## config.mk

```make
export PLATFORM = sky130hd
export DESIGN_NAME = reg_bank_arbiter
export DESIGN_NICKNAME = d
export VERILOG_FILES = /design/src/rtl/reg_arb_pkg.sv /design/src/rtl/reg_arb_timer.sv /design/src/rtl/reg_bank_arbiter.sv
export SDC_FILE = /design/constraint.sdc
export NUM_CORES = 1
export LEC_CHECK = 0
export ABC_AREA = 1
export BUFFER_PORTS_ARGS = -buffer_cell sky130_fd_sc_hd__buf_2
export CAP_MARGIN = 5
export CORE_MARGIN = 3
export CORE_UTILIZATION = 49
export CTS_CLUSTER_DIAMETER = 200
export DETAILED_ROUTE_END_ITERATION = 10
export GPL_ROUTABILITY_DRIVEN = 0
export PLACE_DENSITY = 0.84
export SETUP_SLACK_MARGIN = 0.3
export SLEW_MARGIN = 20
export SYNTH_ARGS = -nofsm -noshare
export SYNTH_HDL_FRONTEND = slang
export SYNTH_HIERARCHICAL = 1
export SYNTH_SLANG_ARGS = --single-unit
```

## constraint.sdc

```tcl
create_clock -name clk -period 2.2 [get_ports clk]
set_input_delay 0 -clock clk [delete_from_list [all_inputs] [get_ports clk]]
set_output_delay 0 -clock clk [all_outputs]
set_load 0.03 [all_outputs]
```

## src/rtl/reg_arb_pkg.sv

```systemverilog
// Shared types and defaults for the register-bank arbiter.
// Holds the FSM state enum and the timer width helper.
package reg_arb_pkg;

  typedef enum logic [1:0] {
    IDLE,
    WAIT_ACK,
    RELEASE,
    DONE
  } arb_state_e;

  localparam int DEF_DATA_W  = 32;
  localparam int DEF_ADDR_W  = 5;
  localparam int DEF_TIMEOUT = 16;

  function automatic int tmr_w(input int timeout);
    return (timeout < 1) ? 1 : $clog2(timeout + 1);
  endfunction

endpackage

```

## src/rtl/reg_arb_timer.sv

```systemverilog
// Saturating wait counter shared by the two handshake wait states.
// Flags expiry on the TIMEOUT-th enabled cycle; TIMEOUT=0 never expires.
module reg_arb_timer
  import reg_arb_pkg::*;
#(
  parameter int TIMEOUT = DEF_TIMEOUT
) (
  input  logic clk,
  input  logic reset,
  input  logic clr_i,
  input  logic en_i,
  output logic expired_o
);

  localparam int TW = tmr_w(TIMEOUT);
  localparam logic [TW-1:0] LIMIT = TW'(TIMEOUT);

  logic [TW-1:0] cnt_q, cnt_d;

  always_comb begin
    cnt_d = cnt_q;
    if (clr_i) begin
      cnt_d = '0;
    end else if (en_i && (cnt_q != LIMIT)) begin
      cnt_d = cnt_q + 1'b1;
    end
  end

  always_ff @(posedge clk or negedge reset) begin
    if (!reset) begin
      cnt_q <= '0;
    end else begin
      cnt_q <= cnt_d;
    end
  end

  generate
    if (TIMEOUT > 0) begin : g_to
      localparam logic [TW-1:0] LAST = TW'(TIMEOUT - 1);
      assign expired_o = en_i && (cnt_q == LAST);
    end else begin : g_no_to
      assign expired_o = 1'b0;
    end
  endgenerate

endmodule

```

## src/rtl/reg_bank_arbiter.sv

```systemverilog
// Round-robin two-port arbiter in front of the 32x32 register bank.
// Runs the 4-phase req/ack handshake with a bounded wait per phase.
module reg_bank_arbiter
  import reg_arb_pkg::*;
#(
  parameter int DATA_W  = DEF_DATA_W,
  parameter int ADDR_W  = DEF_ADDR_W,
  parameter int TIMEOUT = DEF_TIMEOUT
) (
  input  logic              clk,
  input  logic              reset,
  input  logic              req0,
  input  logic              req1,
  input  logic              rw0,
  input  logic              rw1,
  input  logic [ADDR_W-1:0] addr0,
  input  logic [ADDR_W-1:0] addr1,
  input  logic [DATA_W-1:0] wdata0,
  input  logic [DATA_W-1:0] wdata1,
  output logic              ack0,
  output logic              ack1,
  output logic [DATA_W-1:0] rdata0,
  output logic [DATA_W-1:0] rdata1,
  output logic              err0,
  output logic              err1,
  output logic              reg_req,
  output logic              reg_rw,
  output logic [ADDR_W-1:0] reg_addr,
  output logic [DATA_W-1:0] reg_wdata,
  input  logic [DATA_W-1:0] reg_rdata,
  input  logic              reg_ack,
  output logic              busy,
  output logic              owner
);

  arb_state_e        state_q;
  logic              owner_q;
  logic              last_grant_q;
  logic              busy_q;
  logic              err_pend_q;
  logic              req_q;
  logic              rw_q;
  logic [ADDR_W-1:0] addr_q;
  logic [DATA_W-1:0] wdata_q;
  logic [DATA_W-1:0] rdata0_q, rdata1_q;
  logic              ack0_q, ack1_q;
  logic              err0_q, err1_q;

  logic win;
  logic tmr_clr;
  logic tmr_en;
  logic tmr_exp;

  // On a tie the port that did not win last time is served.
  assign win = (req0 && req1) ? ~last_grant_q : req1;

  assign tmr_en = (state_q == WAIT_ACK) ||
                  (state_q == RELEASE);

  always_comb begin
    tmr_clr = 1'b1;
    unique case (state_q)
      WAIT_ACK: tmr_clr = reg_ack || tmr_exp;
      RELEASE:  tmr_clr = 1'b0;
      default:  tmr_clr = 1'b1;
    endcase
  end

  reg_arb_timer #(
    .TIMEOUT(TIMEOUT)
  ) u_timer (
    .clk      (clk),
    .reset    (reset),
    .clr_i    (tmr_clr),
    .en_i     (tmr_en),
    .expired_o(tmr_exp)
  );

  always_ff @(posedge clk or negedge reset) begin
    if (!reset) begin
      state_q      <= IDLE;
      owner_q      <= 1'b0;
      last_grant_q <= 1'b1;
      busy_q       <= 1'b0;
      err_pend_q   <= 1'b0;
      req_q        <= 1'b0;
      rw_q         <= 1'b0;
      addr_q       <= '0;
      wdata_q      <= '0;
      rdata0_q     <= '0;
      rdata1_q     <= '0;
      ack0_q       <= 1'b0;
      ack1_q       <= 1'b0;
      err0_q       <= 1'b0;
      err1_q       <= 1'b0;
    end else begin
      ack0_q <= 1'b0;
      ack1_q <= 1'b0;
      err0_q <= 1'b0;
      err1_q <= 1'b0;
      unique case (state_q)
        IDLE: begin
          if (req0 || req1) begin
            owner_q <= win;
            rw_q    <= win ? rw1 : rw0;
            addr_q  <= win ? addr1 : addr0;
            wdata_q <= win ? wdata1 : wdata0;
            req_q   <= 1'b1;
            busy_q  <= 1'b1;
            state_q <= WAIT_ACK;
          end
        end
        WAIT_ACK: begin
          if (reg_ack) begin
            if (!rw_q) begin
              if (owner_q) rdata1_q <= reg_rdata;
              else         rdata0_q <= reg_rdata;
            end
            req_q   <= 1'b0;
            state_q <= RELEASE;
          end else if (tmr_exp) begin
            err_pend_q <= 1'b1;
            req_q      <= 1'b0;
            state_q    <= RELEASE;
          end
        end
        RELEASE: begin
          if (!reg_ack) begin
            ack0_q  <= ~owner_q;
            ack1_q  <= owner_q;
            err0_q  <= ~owner_q & err_pend_q;
            err1_q  <= owner_q & err_pend_q;
            state_q <= DONE;
          end else if (tmr_exp) begin
            err_pend_q <= 1'b1;
            ack0_q     <= ~owner_q;
            ack1_q     <= owner_q;
            err0_q     <= ~owner_q;
            err1_q     <= owner_q;
            state_q    <= DONE;
          end
        end
        DONE: begin
          last_grant_q <= owner_q;
          busy_q       <= 1'b0;
          err_pend_q   <= 1'b0;
          state_q      <= IDLE;
        end
        default: state_q <= IDLE;
      endcase
    end
  end

  assign ack0      = ack0_q;
  assign ack1      = ack1_q;
  assign err0      = err0_q;
  assign err1      = err1_q;
  assign rdata0    = rdata0_q;
  assign rdata1    = rdata1_q;
  assign reg_req   = req_q;
  assign reg_rw    = rw_q;
  assign reg_addr  = addr_q;
  assign reg_wdata = wdata_q;
  assign busy      = busy_q;
  assign owner     = owner_q;

endmodule

```

; ---- After elaboration in Yosys (flattened, before gate mapping)
; Index checks and enable logic that the tools add are counted.
[word_totals]
regBits = 118
in_bits = 113
output_inout_bits = 109
wordCells = 82
[op_classes]
addsub = 1
eq_ne = 10
n_mux = 32
n_bitwise = 5
n_reduce_logical = 18
[op_table]
columns = operator, n
row1 = $mux 32, 1
row2 = $mux 1, 18
row3 = $mux 5, 3
row4 = $mux 2, 5
row5 = $reduce_and 3->1, 3
row6 = $pmux 2 s4, 1
row7 = $reduce_and 4->1, 2
row8 = $ne 2x2->1 const B, 3
row9 = $ne 3x3->1 const B, 2
row10 = $pmux 1 s2, 3
row11 = $reduce_bool 2->1, 3
row12 = $add 5x1->5 const B, 1
row13 = $eq 5x4->1 const B, 1
row14 = $ne 5x5->1 const B, 1
row15 = $eq 2x2->1 const B, 2
row16 = $reduce_and 2->1, 2
row17 = $logic_and 1x1->1, 3
row18 = $logic_or 1x1->1, 3
row19 = $not 1->1, 3
row20 = $pmux 1 s3, 1
row21 = $reduce_bool 3->1, 1
row22 = $and 1x1->1, 2
row23 = $eq 2x1->1 const B, 1
row24 = $logic_not 2->1, 1

; ---- Depth between registers and ports, before layout
[logic_depth]
depth_word = 6
mapped_depth = 12
mapped_depth_nobuf = 12

; ---- Cells and area by module
; Netlist, hierarchy kept.
[modules_own_cells]
columns = module, n_inst, cells_per_inst, area_per_inst_um2, seq_area_each_um2
row1 = reg_bank_arbiter, 1, 591, 5114.9, 2829.0
row2 = reg_arb_timer, 1, 39, 345.3, 125.1

; ---- Worst setup path after synthesis
; Ideal clock, no wire load.
[synth_timing]
kind = flip-flop to flip-flop
from = register u_timer.cnt_q[0]
to = register u_timer.cnt_q[0]
arrival_time_ns = 1.675
setup_slack_ns = 0.451
stages_incl_launch_ff = 13
path_buffers = 0
path_cell_list = dfrtp_1 ha_1 nand2_1 nor2_1 ha_1 nand2_1 inv_1 inv_1 nand3_1 o21a_1 inv_2 nand3_4 o21ai_2
[synth_between]
elab_chain_cells = 5
word_cells_on_any_way = 10
cone_classes = add/sub (1) / eq/ne (2) / mux (3) / reduce/logical (4)
[synth_rtl]
columns = element, line_no
row1 = start: declaration, reg_arb_timer.sv:18  ; logic [TW-1:0] cnt_q, cnt_d;
row2 = start signal: assignment, reg_arb_timer.sv:33  ; cnt_q <= cnt_d;
row3 = $eq 5x4->1 *, reg_arb_timer.sv:40  ; assign expired_o = en_i && (cnt_q == LAST);
row4 = $logic_and 1x1->1 *, reg_arb_timer.sv:40
row5 = net tmr_exp, reg_bank_arbiter.sv:52  ; logic tmr_exp;
row6 = $logic_or 1x1->1 *, reg_bank_arbiter.sv:63  ; WAIT_ACK: tmr_clr = reg_ack || tmr_exp;
row7 = $pmux 1 s2 *, reg_bank_arbiter.sv:62  ; unique case (state_q)
row8 = net tmr_clr, reg_bank_arbiter.sv:50  ; logic tmr_clr;
row9 = $mux 5 or $reduce_bool 2->1 (tied branches), -
; The timed path passes the listed nets; every way through them passes the cells marked *. The select of a mux whose other input is x is not followed.
; A chain may end at the register's enable or synchronous reset.

; ---- Final worst setup path
[layout_timing]
from = register u_timer.cnt_q[0]
to = register u_timer.cnt_q[4]
; Same word-level chain as after synthesis.

==> results.cfg <==
[setup_path]
r2r-end = u_timer/cnt_q[4]
arrival_ps = 2240
ff2ff_path_depth = 13
path_class = reg -> reg
cp-start-kind = flop
worst_ep_required_time_ps = 2600
r2r-start = u_timer/cnt_q[0]
endpoint = u_timer/cnt_q[4]
critPathCaptureType = flop
critPathLaunch = u_timer/cnt_q[0]
path_max_fanout = 6
r2r_setup_slack_ps = 360

[power]
power_mw = 12.37
powerDensity_nw_per_um2 = 1453
ir_worst_vdd_mv = 0.8334
power_leakage_nw = 4.704

[drt]
drtPass1Iterations = 5
vias = 5861
drtIter0Drc = 580
ant_nets = 0
drc = 0
via_per_inst = 5.224
routed_wirelength_um = 19330
wl_per_cell_um = 17.22

[placed_design]
place_ws_ps = 246.0
dpl.hpwl_um = 9632
dp.cells = 964
place_area_um2 = 6613
place.port_buffers = 221

[final_layout]
drive_gt1_share_pct = 34.49
post-route-util_pct = 80.35
finalNonFillerCells = 1122
layout.nets = 1091
final_cell_area_um2 = 8518
syn_to_final_growth_pct = 56.00

[yosys]
yosysWarnings = 6
syn_area_um2 = 5460
synth_top_family_by_area = simple AND/OR/NAND/NOR gates
syn_area_per_cell_um2 = 8.667
yosys.area_share.adder_pct = 1.833
syn_nets = 751
synth_cell_types = 26
ys_seq_area_share_pct = 54.10
ys_ff_latch = 118
synth-simple-area-share_pct = 25.89
synth-compound-area-share_pct = 10.13
synthXorXnorAreaFrac_pct = 0.1604
syn_inst = 630
synth_mux_area_share_pct = 0

[sta]
setup_viol = 0
maxSlewViolCount = 0
fin_tns_setup_ps = 0
finClkSkew_ps = 12.60
rsz0062_at_grt = no
fmax_mhz = 543.1
whs_ps = 115.6
tightest_slew_ps = 781.4
final.min_clock_period_ps = 1841
hold_violations = 0
worst_slack_ps = 358.8
fin_crit_sh_pct = 83.69
relSlewSlack_pct = 47.91

[floorplan]
die_h_um = 111.6
core-area_um2 = 10600
die_w_um = 111.6
io_pins = 222
start_util_pct = 51.50
die_area_um2 = 12450
num_rows = 37

[run]
max-cap-violations = 0

[clock_tree]
insertion_delay_ps = 510
cts_buffer_depth = 2
cts-buffers-inserted = 17
cts_tree = built
htreeDepth = 4
clk_pin_slew_ps = 60
clock_sinks = 118
clock-root-buffer = clkbuf_8

[global_routing]
grt_start_max_net_pins = 60
antenna_found_initial = 2
gr-total-overflow = 0
grt_pass1_vias = 5967
grt_first_pass_wirelength_um = 28730
gr-usage-all-layers_pct = 28.71

[outcome]
status = finished, final reports clean

[hold_path]
hp-class = in -> async
==> sequential cells by signal, indices dropped and copies added, names as in the netlist <==
signal	flops
rdata0	32
reg_wdata	32
owner	1
err1	1
reg_rw	1
rdata1	32
ack0	1
last_grant_q	1
busy	1
u_timer/cnt_q	5
state_q	2
reg_req	1
err_pend_q	1
reg_addr	5
err0	1
ack1	1
==> per-layer routing <==
metal	global-route usage [%]	share of wire (%)	vias to the layer above	wire, um
met5	0	0	-	0
met4	21.49	6.9	0	1332
met3	5.815	6.1	113	1173
met2	48.29	50	342	9668
met1	32.15	37	2732	7151
li1	-	-	2674	-
==> critical path: stages, from the launching register on <==
cell,delay [ps]
dfrtp_2,400
ha_2,200
nand2_1,60
nor2_1,120
ha_2,180
nand2_1,60
inv_2,60
inv_2,50
nand3_4,80
o21a_1,140
inv_2,60
buf_12,130
nand3_1,130
o21ai_2,60
==> cells by family (layout without fill, tap and decap cells) <==
logic type / after synthesis / in the layout
simple gates: 341 / 342
buf+inv: 85 / 437
other cells: 0 / 3
xor+xnor: 1 / 1
compound gates: 77 / 77
fa+ha+maj: 8 / 8
flops: 118 / 118
==> Yosys cell counts (all sizes together) <==
| master | number | area share, % |
|---|---|---|
| nand2 | 276 | 19 |
| inv | 53 | 3.6 |
| o21ai | 74 | 9.8 |
| nor3 | 2 | 0.18 |
| nand3 | 51 | 5.4 |
| ha | 8 | 1.8 |
| a21oi | 2 | 0.18 |
| clkbuf | 10 | 0.87 |
| o21a | 1 | 0.14 |
| dfrtp | 117 | 54 |
| dfstp | 1 | 0.48 |
| nand4 | 3 | 0.34 |
| xnor2 | 1 | 0.16 |
| nor2 | 9 | 0.85 |
| buf | 22 | 3.4 |
==> where the power goes <==
group,switching (mW),internal [mW],leakage (nW)
registers,0.589,3.15,1.49
logic,4.14,1.90,2.95
clock network,1.03,1.56,0.263
==> cells in the final DEF, fill, tap and decap left out, types with 2 or more instances in the layout <==
master and n:
diode_2 3, inv_1 48, o21ai_0 5, inv_6 3, ha_2 4, inv_2 5
ha_1 4, a21oi_1 2, buf_2 220, o21ai_2 44, dfrtp_1 116, nand2_1 272
nor3_1 2, buf_12 6, clkinvlp_4 5, nor2_2 2, clkinv_2 2, nand3_1 47
nand4_1 3, dlygate4sd3_1 112, nor2_1 6, nand2_4 3, clkinv_4 2, o21ai_1 25
nand3_4 4, clkbuf_16 19, clkbuf_8 3, buf_4 11
==> layout make-up <==
class	instances	area, um^2
Tap cell	136	170.2
Clock inverter	13	121.4
Fill cell	618	2083
Antenna cell	3	7.507
Timing Repair Buffer	352	2500
Clock buffer	19	441.7
Multi-Input combinational cell	428	2123
Sequential cell	118	2955
Inverter	53	198.9
==> worst min-delay path by stage <==
stage	startpoint	endpoint	slack (ps)
after floorplan	reset	ack0	-300
after global placement	reset	reg_addr[0]	120
after detailed placement	reset	reg_addr[3]	130
after CTS	reset	reg_addr[3]	130
after global routing	reset	reg_addr[3]	190
final	reset	reg_addr[3]	120
==> repair_timing <==
| action | in CTS | in global routing |
|---|---|---|
| buffers inserted | 1 | 6 |
| hold buffers | 112 | 0 |
| cloned | 0 | 4 |
| resized for setup | 2 | 17 |
| pin swaps | 0 | 5 |
| hold endpoints to repair | 164 | 0 |
| endpoints found under the setup margin | 5 | 44 |
Note: power is estimated with default switching activity, not from simulation.
